**src/rtl/tx_symbol_scheduler.sv**
```systemverilog
// tx_symbol_scheduler: round-robin word arbiter, baud strobe generator and
// symbol framer feeding a 3-bit parallel-load transmit shift register.
// Each accepted word goes out as START_SYM followed by its 3-bit chunks,
// LSB chunk first; a symbol advances only when the shift register consumes it.
module tx_symbol_scheduler #(
  parameter int           WORD_W    = 8,
  parameter int           BAUD_DIV  = 4,
  parameter logic [2:0]   START_SYM = 3'b101
) (
  input  logic              clk,
  input  logic              rst_n,
  input  logic              req0_valid,
  input  logic [WORD_W-1:0] req0_data,
  output logic              req0_ready,
  input  logic              req1_valid,
  input  logic [WORD_W-1:0] req1_data,
  output logic              req1_ready,
  output logic [2:0]        tx_symbol,
  output logic              tx_shift,
  input  logic              tx_request,
  output logic              busy,
  output logic              grant_id
);

  localparam int NCHUNK = (WORD_W + 2) / 3;
  localparam int PADW   = NCHUNK * 3;
  localparam int CIDX_W = (NCHUNK > 1) ? $clog2(NCHUNK) : 1;
  localparam int BCNT_W = $clog2(BAUD_DIV);
  localparam logic [BCNT_W-1:0] BAUD_LAST = BCNT_W'(BAUD_DIV - 1);
  localparam logic [CIDX_W-1:0] CIDX_LAST = CIDX_W'(NCHUNK - 1);

  typedef enum logic [1:0] {
    S_IDLE  = 2'd0,
    S_START = 2'd1,
    S_DATA  = 2'd2
  } state_t;

  state_t              r_state;
  logic [BCNT_W-1:0]   r_baud_cnt;
  logic [CIDX_W-1:0]   r_chunk_idx;
  logic [WORD_W-1:0]   r_word;
  logic                r_last_grant;
  logic                r_grant_id;

  logic                w_consume;
  logic                w_grant_any;
  logic                w_grant_src;
  logic [WORD_W-1:0]   w_grant_data;
  logic [PADW-1:0]     w_word_pad;
  logic [2:0]          w_chunk;

  // Free-running baud counter; it never stalls, so strobes stay periodic.
  always_ff @(posedge clk or negedge rst_n) begin
    if (!rst_n) begin
      r_baud_cnt <= '0;
    end else if (r_baud_cnt == BAUD_LAST) begin
      r_baud_cnt <= '0;
    end else begin
      r_baud_cnt <= r_baud_cnt + 1'b1;
    end
  end

  assign tx_shift  = (r_baud_cnt == BAUD_LAST);
  // A request outside a strobe is a protocol violation and is ignored.
  assign w_consume = tx_request & tx_shift;

  // Zero-extend the held word to a whole number of 3-bit chunks.
  always_comb begin
    w_word_pad                = '0;
    w_word_pad[WORD_W-1:0]    = r_word;
  end

  // Select the chunk addressed by chunk_idx.
  always_comb begin
    w_chunk = 3'b000;
    for (int k = 0; k < NCHUNK; k++) begin
      if (r_chunk_idx == CIDX_W'(k)) begin
        w_chunk = w_word_pad[3*k +: 3];
      end else begin
        w_chunk = w_chunk;
      end
    end
  end

  // Symbol presented to the shift register depends only on registered state.
  always_comb begin
    case (r_state)
      S_IDLE:  tx_symbol = 3'b000;
      S_START: tx_symbol = START_SYM;
      S_DATA:  tx_symbol = w_chunk;
      default: tx_symbol = 3'b000;
    endcase
  end

  // Round-robin arbitration: on contention favour the source not served last.
  always_comb begin
    w_grant_any = (r_state == S_IDLE) & (req0_valid | req1_valid);
    if (req0_valid & req1_valid) begin
      w_grant_src = ~r_last_grant;
    end else begin
      w_grant_src = req1_valid;
    end
    if (w_grant_src) begin
      w_grant_data = req1_data;
    end else begin
      w_grant_data = req0_data;
    end
  end

  assign req0_ready = w_grant_any & ~w_grant_src;
  assign req1_ready = w_grant_any &  w_grant_src;
  assign busy       = (r_state != S_IDLE);
  assign grant_id   = r_grant_id;

  // Framing FSM: accept a word in IDLE, then walk START and DATA chunks,
  // advancing one symbol per consumed strobe.
  always_ff @(posedge clk or negedge rst_n) begin
    if (!rst_n) begin
      r_state      <= S_IDLE;
      r_chunk_idx  <= '0;
      r_word       <= '0;
      r_last_grant <= 1'b1;
      r_grant_id   <= 1'b0;
    end else begin
      case (r_state)
        S_IDLE: begin
          if (w_grant_any) begin
            r_word       <= w_grant_data;
            r_last_grant <= w_grant_src;
            r_grant_id   <= w_grant_src;
            r_state      <= S_START;
          end else begin
            r_state      <= S_IDLE;
          end
        end
        S_START: begin
          if (w_consume) begin
            r_chunk_idx <= '0;
            r_state     <= S_DATA;
          end else begin
            r_state     <= S_START;
          end
        end
        S_DATA: begin
          if (w_consume) begin
            if (r_chunk_idx == CIDX_LAST) begin
              r_chunk_idx <= '0;
              r_state     <= S_IDLE;
            end else begin
              r_chunk_idx <= r_chunk_idx + 1'b1;
            end
          end else begin
            r_state <= S_DATA;
          end
        end
        default: begin
          r_chunk_idx <= '0;
          r_state     <= S_IDLE;
        end
      endcase
    end
  end

endmodule

```
**config.mk**
```make
export PLATFORM = sky130hd
export DESIGN_NAME = tx_symbol_scheduler
export DESIGN_NICKNAME = d
export VERILOG_FILES = /design/src/rtl/tx_symbol_scheduler.sv
export SDC_FILE = /design/constraint.sdc
export NUM_CORES = 1
export LEC_CHECK = 0
export BUFFER_PORTS_ARGS = -buffer_cell sky130_fd_sc_hd__buf_4
export CORE_ASPECT_RATIO = 0.8
export CORE_UTILIZATION = 47
export CTS_BUF_LIST = sky130_fd_sc_hd__clkbuf_8
export DETAILED_ROUTE_END_ITERATION = 8
export PLACE_DENSITY = 0.88
export SLEW_MARGIN = 5
export SYNTH_ARGS = -nofsm -noshare
export SYNTH_HDL_FRONTEND = slang
export SYNTH_SLANG_ARGS = --single-unit
```
**constraint.sdc**
```tcl
create_clock -name clk -period 1.45 [get_ports clk]
set_clock_uncertainty 0.1 [all_clocks]
set_input_delay 0.435 -clock clk [delete_from_list [all_inputs] [get_ports clk]]
set_output_delay 0.435 -clock clk [all_outputs]
set_load 0.02 [all_outputs]
```
==> out/metrics.yaml <==
grt_overflow: 0
hpwl_um: 1960
start_util: 0.528
dieArea_mm2: 0.00212
ys_top_cells_by_area: "dfrtp_1, a221o_1, ha_1"
critical_path_class: "reg -> out"
grt_max_degree: 17
nets: 162
grt_pass1_wl_um: 4040
routed_wl_um: 2970
design_area_mm2: 0.00151
netlist_instances: 86
drv_slew: 0
drive_gt1_frac: 0.652
vias: 928
period_share: 1.37
clkTransAtPathRegs_ps: 60
drtIter0Drc: 18
io_pins: 29
dp_slack_ps: -312
gp_congestion: 0.772
fin_ws_ps: -543
tritoncts: "yes"
synth-seq-cells: 16
die-height_um: 41.4
critPathMaxFanout: 4
routedWlPerCell_um: 18.9
max_clock_freq_ghz: 0.502
outcome: "finished with violations"
critPathArrivalTime_ps: 1460
cp-start-kind: "register"
route.detailed.vias_per_inst: 5.91
final_cell_mix: "buf_4, dfrtp_1, buf_6, and3_4, a221o_1"
cp_data_required_time_ps: 920
layout_commonest_cell: "buf_4"
hold_viol: 0
violations: "setup timing"
cp-end-kind: "output port"
peakVddDrop_mv: 1.24
tightest_slew_ps: 280
antenna_found_initial: 0
max_cap_violations: 0
grt_pass1_vias: 811
rsz0062_at_grt: "true"
synth_fp_nets: 112
slew_headroom: 0.811
synthDominantCellAreaShare: 0.412
ant_nets: 0
num_rows: 13
clockRootBuffer: "clkbuf_8"
p_per_area_mw_per_mm2: 1850
track_usage: 0.287
max-clock-path-buffers: 2
leakagePower_nw: 0.695
synth_top_area_cell: "dfrtp_1"
ys_seq_area_frac: 0.441
die_w_um: 51.2
placed_area_mm2: 0.00133
portBuffers: 28
area_growth_pct: 65.2
post-route-min-period_ps: 1990
diodes: 0
core-area_mm2: 0.00172
drt_first_pass_iters: 4
yosys_warnings: 0
drc: 0
setup_viol: 19
cts_sinks: 16
cts_buffers: 3
htreeDepth: 1
worstSkewPairLatency_ps: 260
synth_area_per_cell_um2: 10.6
holdCritPathClass: "in -> reg"
netlist_area_um2: 911
netlist-cell-type-count: 30
cell usage after synthesis:
| cell | n |
|---|---|
| dfrtp_1 | 15 |
| mux2i_1 | 3 |
| mux2_2 | 2 |
| nand3_1 | 3 |
| a22o_1 | 1 |
| and4b_2 | 1 |
| a21bo_2 | 1 |
| and3_1 | 8 |
| ha_1 | 5 |
| a21o_1 | 2 |
| nand3b_1 | 2 |
| or3_1 | 1 |
| o21ai_0 | 3 |
| nand2_2 | 1 |
| dfstp_2 | 1 |
| nand2_1 | 3 |
| nor2_1 | 1 |
| nor2b_1 | 1 |
| buf_4 | 1 |
| buf_2 | 2 |
| a31oi_1 | 2 |
| buf_6 | 1 |
| a221o_1 | 8 |
| a21oi_1 | 4 |
| inv_1 | 6 |
| and2_1 | 3 |
| clkbuf_2 | 1 |
| nand2b_1 | 1 |
| and2_4 | 1 |
| o221ai_1 | 2 |
critical path, cell delays in order, from the launching register on:
cell and delay (ps):
dfrtp_2 450, buf_6 130, mux2i_1 180, o21ai_0 110
and2_2 200, buf_6 130
power breakdown:
part | switching, mW | leakage, nW | internal, mW
Combinational | 0.742 | 0.471 | 0.929
Sequential | 0.135 | 0.197 | 0.621
Clock | 0.170 | 0.0269 | 0.188
Total | 1.05 | 0.695 | 1.74
cell type report:
type	instances	area, µm²
inverters	6	22.5
repair buffers	50	419
multi-input cells	59	588
clock inverters	1	3.75
clock buffers	3	41.3
flip-flops and latches	16	403
fillers	81	219
well taps	22	27.5
logic make-up (layout without fill, tap and decap cells):
group,Yosys count,in the layout,synth area share
buffers and inverters,11,60,0.0618
DFF,16,16,0.441
AOI/OAI and AO/OA,23,23,0.196
adders and majority gates,5,5,0.0687
muxes,5,5,0.0577
and+or+nand+nor,26,26,0.174
metal layers:
metal,track usage,part of all wire
met3,0.0652,0.030
met2,0.513,0.50
met5,0,0
met4,0.0811,0.015
met1,0.362,0.45
sequential cells by signal, summed over array words and instances, names as in the netlist:
register      count
r_state           2
r_last_grant      1
r_baud_cnt        2
r_chunk_idx       2
grant_id          1
r_word            8
metrics by stage:
step / hold slack [ps] / TNS [ps] / std cells / utilization / total power, mW
2_1_floorplan: 39.4 / -769 / 86 / - / 1.61
6_report: 308 / -4220 / 157 / 0.873 / 2.78
5_1_grt: 306 / -5110 / 157 / 0.873 / 2.92
3_5_place_dp: 207 / -2590 / 148 / 0.770 / 2.16
4_1_cts: 305 / -3450 / 156 / 0.858 / 2.66
3_3_place_gp: 204 / -1560 / 148 / 0.770 / 2.08
path summary, 6_finish.rpt:
kind                                       startpoint                        to  slack [ps]  cells after the start
max in group asynchronous                       rst_n  r_last_grant$_DFFE_PN1P_         520                      2
min                                      req1_data[2]     r_word[2]$_DFFE_PN0P_         310                      2
min in group asynchronous                       rst_n   r_baud_cnt[0]$_DFF_PN0_         470                      2
max                        r_chunk_idx[0]$_DFFE_PN0P_              tx_symbol[1]        -540                      5
max reg2reg                    r_state[0]$_DFFE_PN0P_    r_state[0]$_DFFE_PN0P_        -210                      6
min reg2reg                   r_baud_cnt[0]$_DFF_PN0_   r_baud_cnt[0]$_DFF_PN0_         380                      1
what timing repair did:
item,CTS,global route
hold buffers,1,0
buffers inserted,3,3
gates resized for setup,16,7
pin swaps,6,1
setup endpoints to repair,19,19
endpoints found under the hold margin,15,0
(Power assumes the default switching activity.)
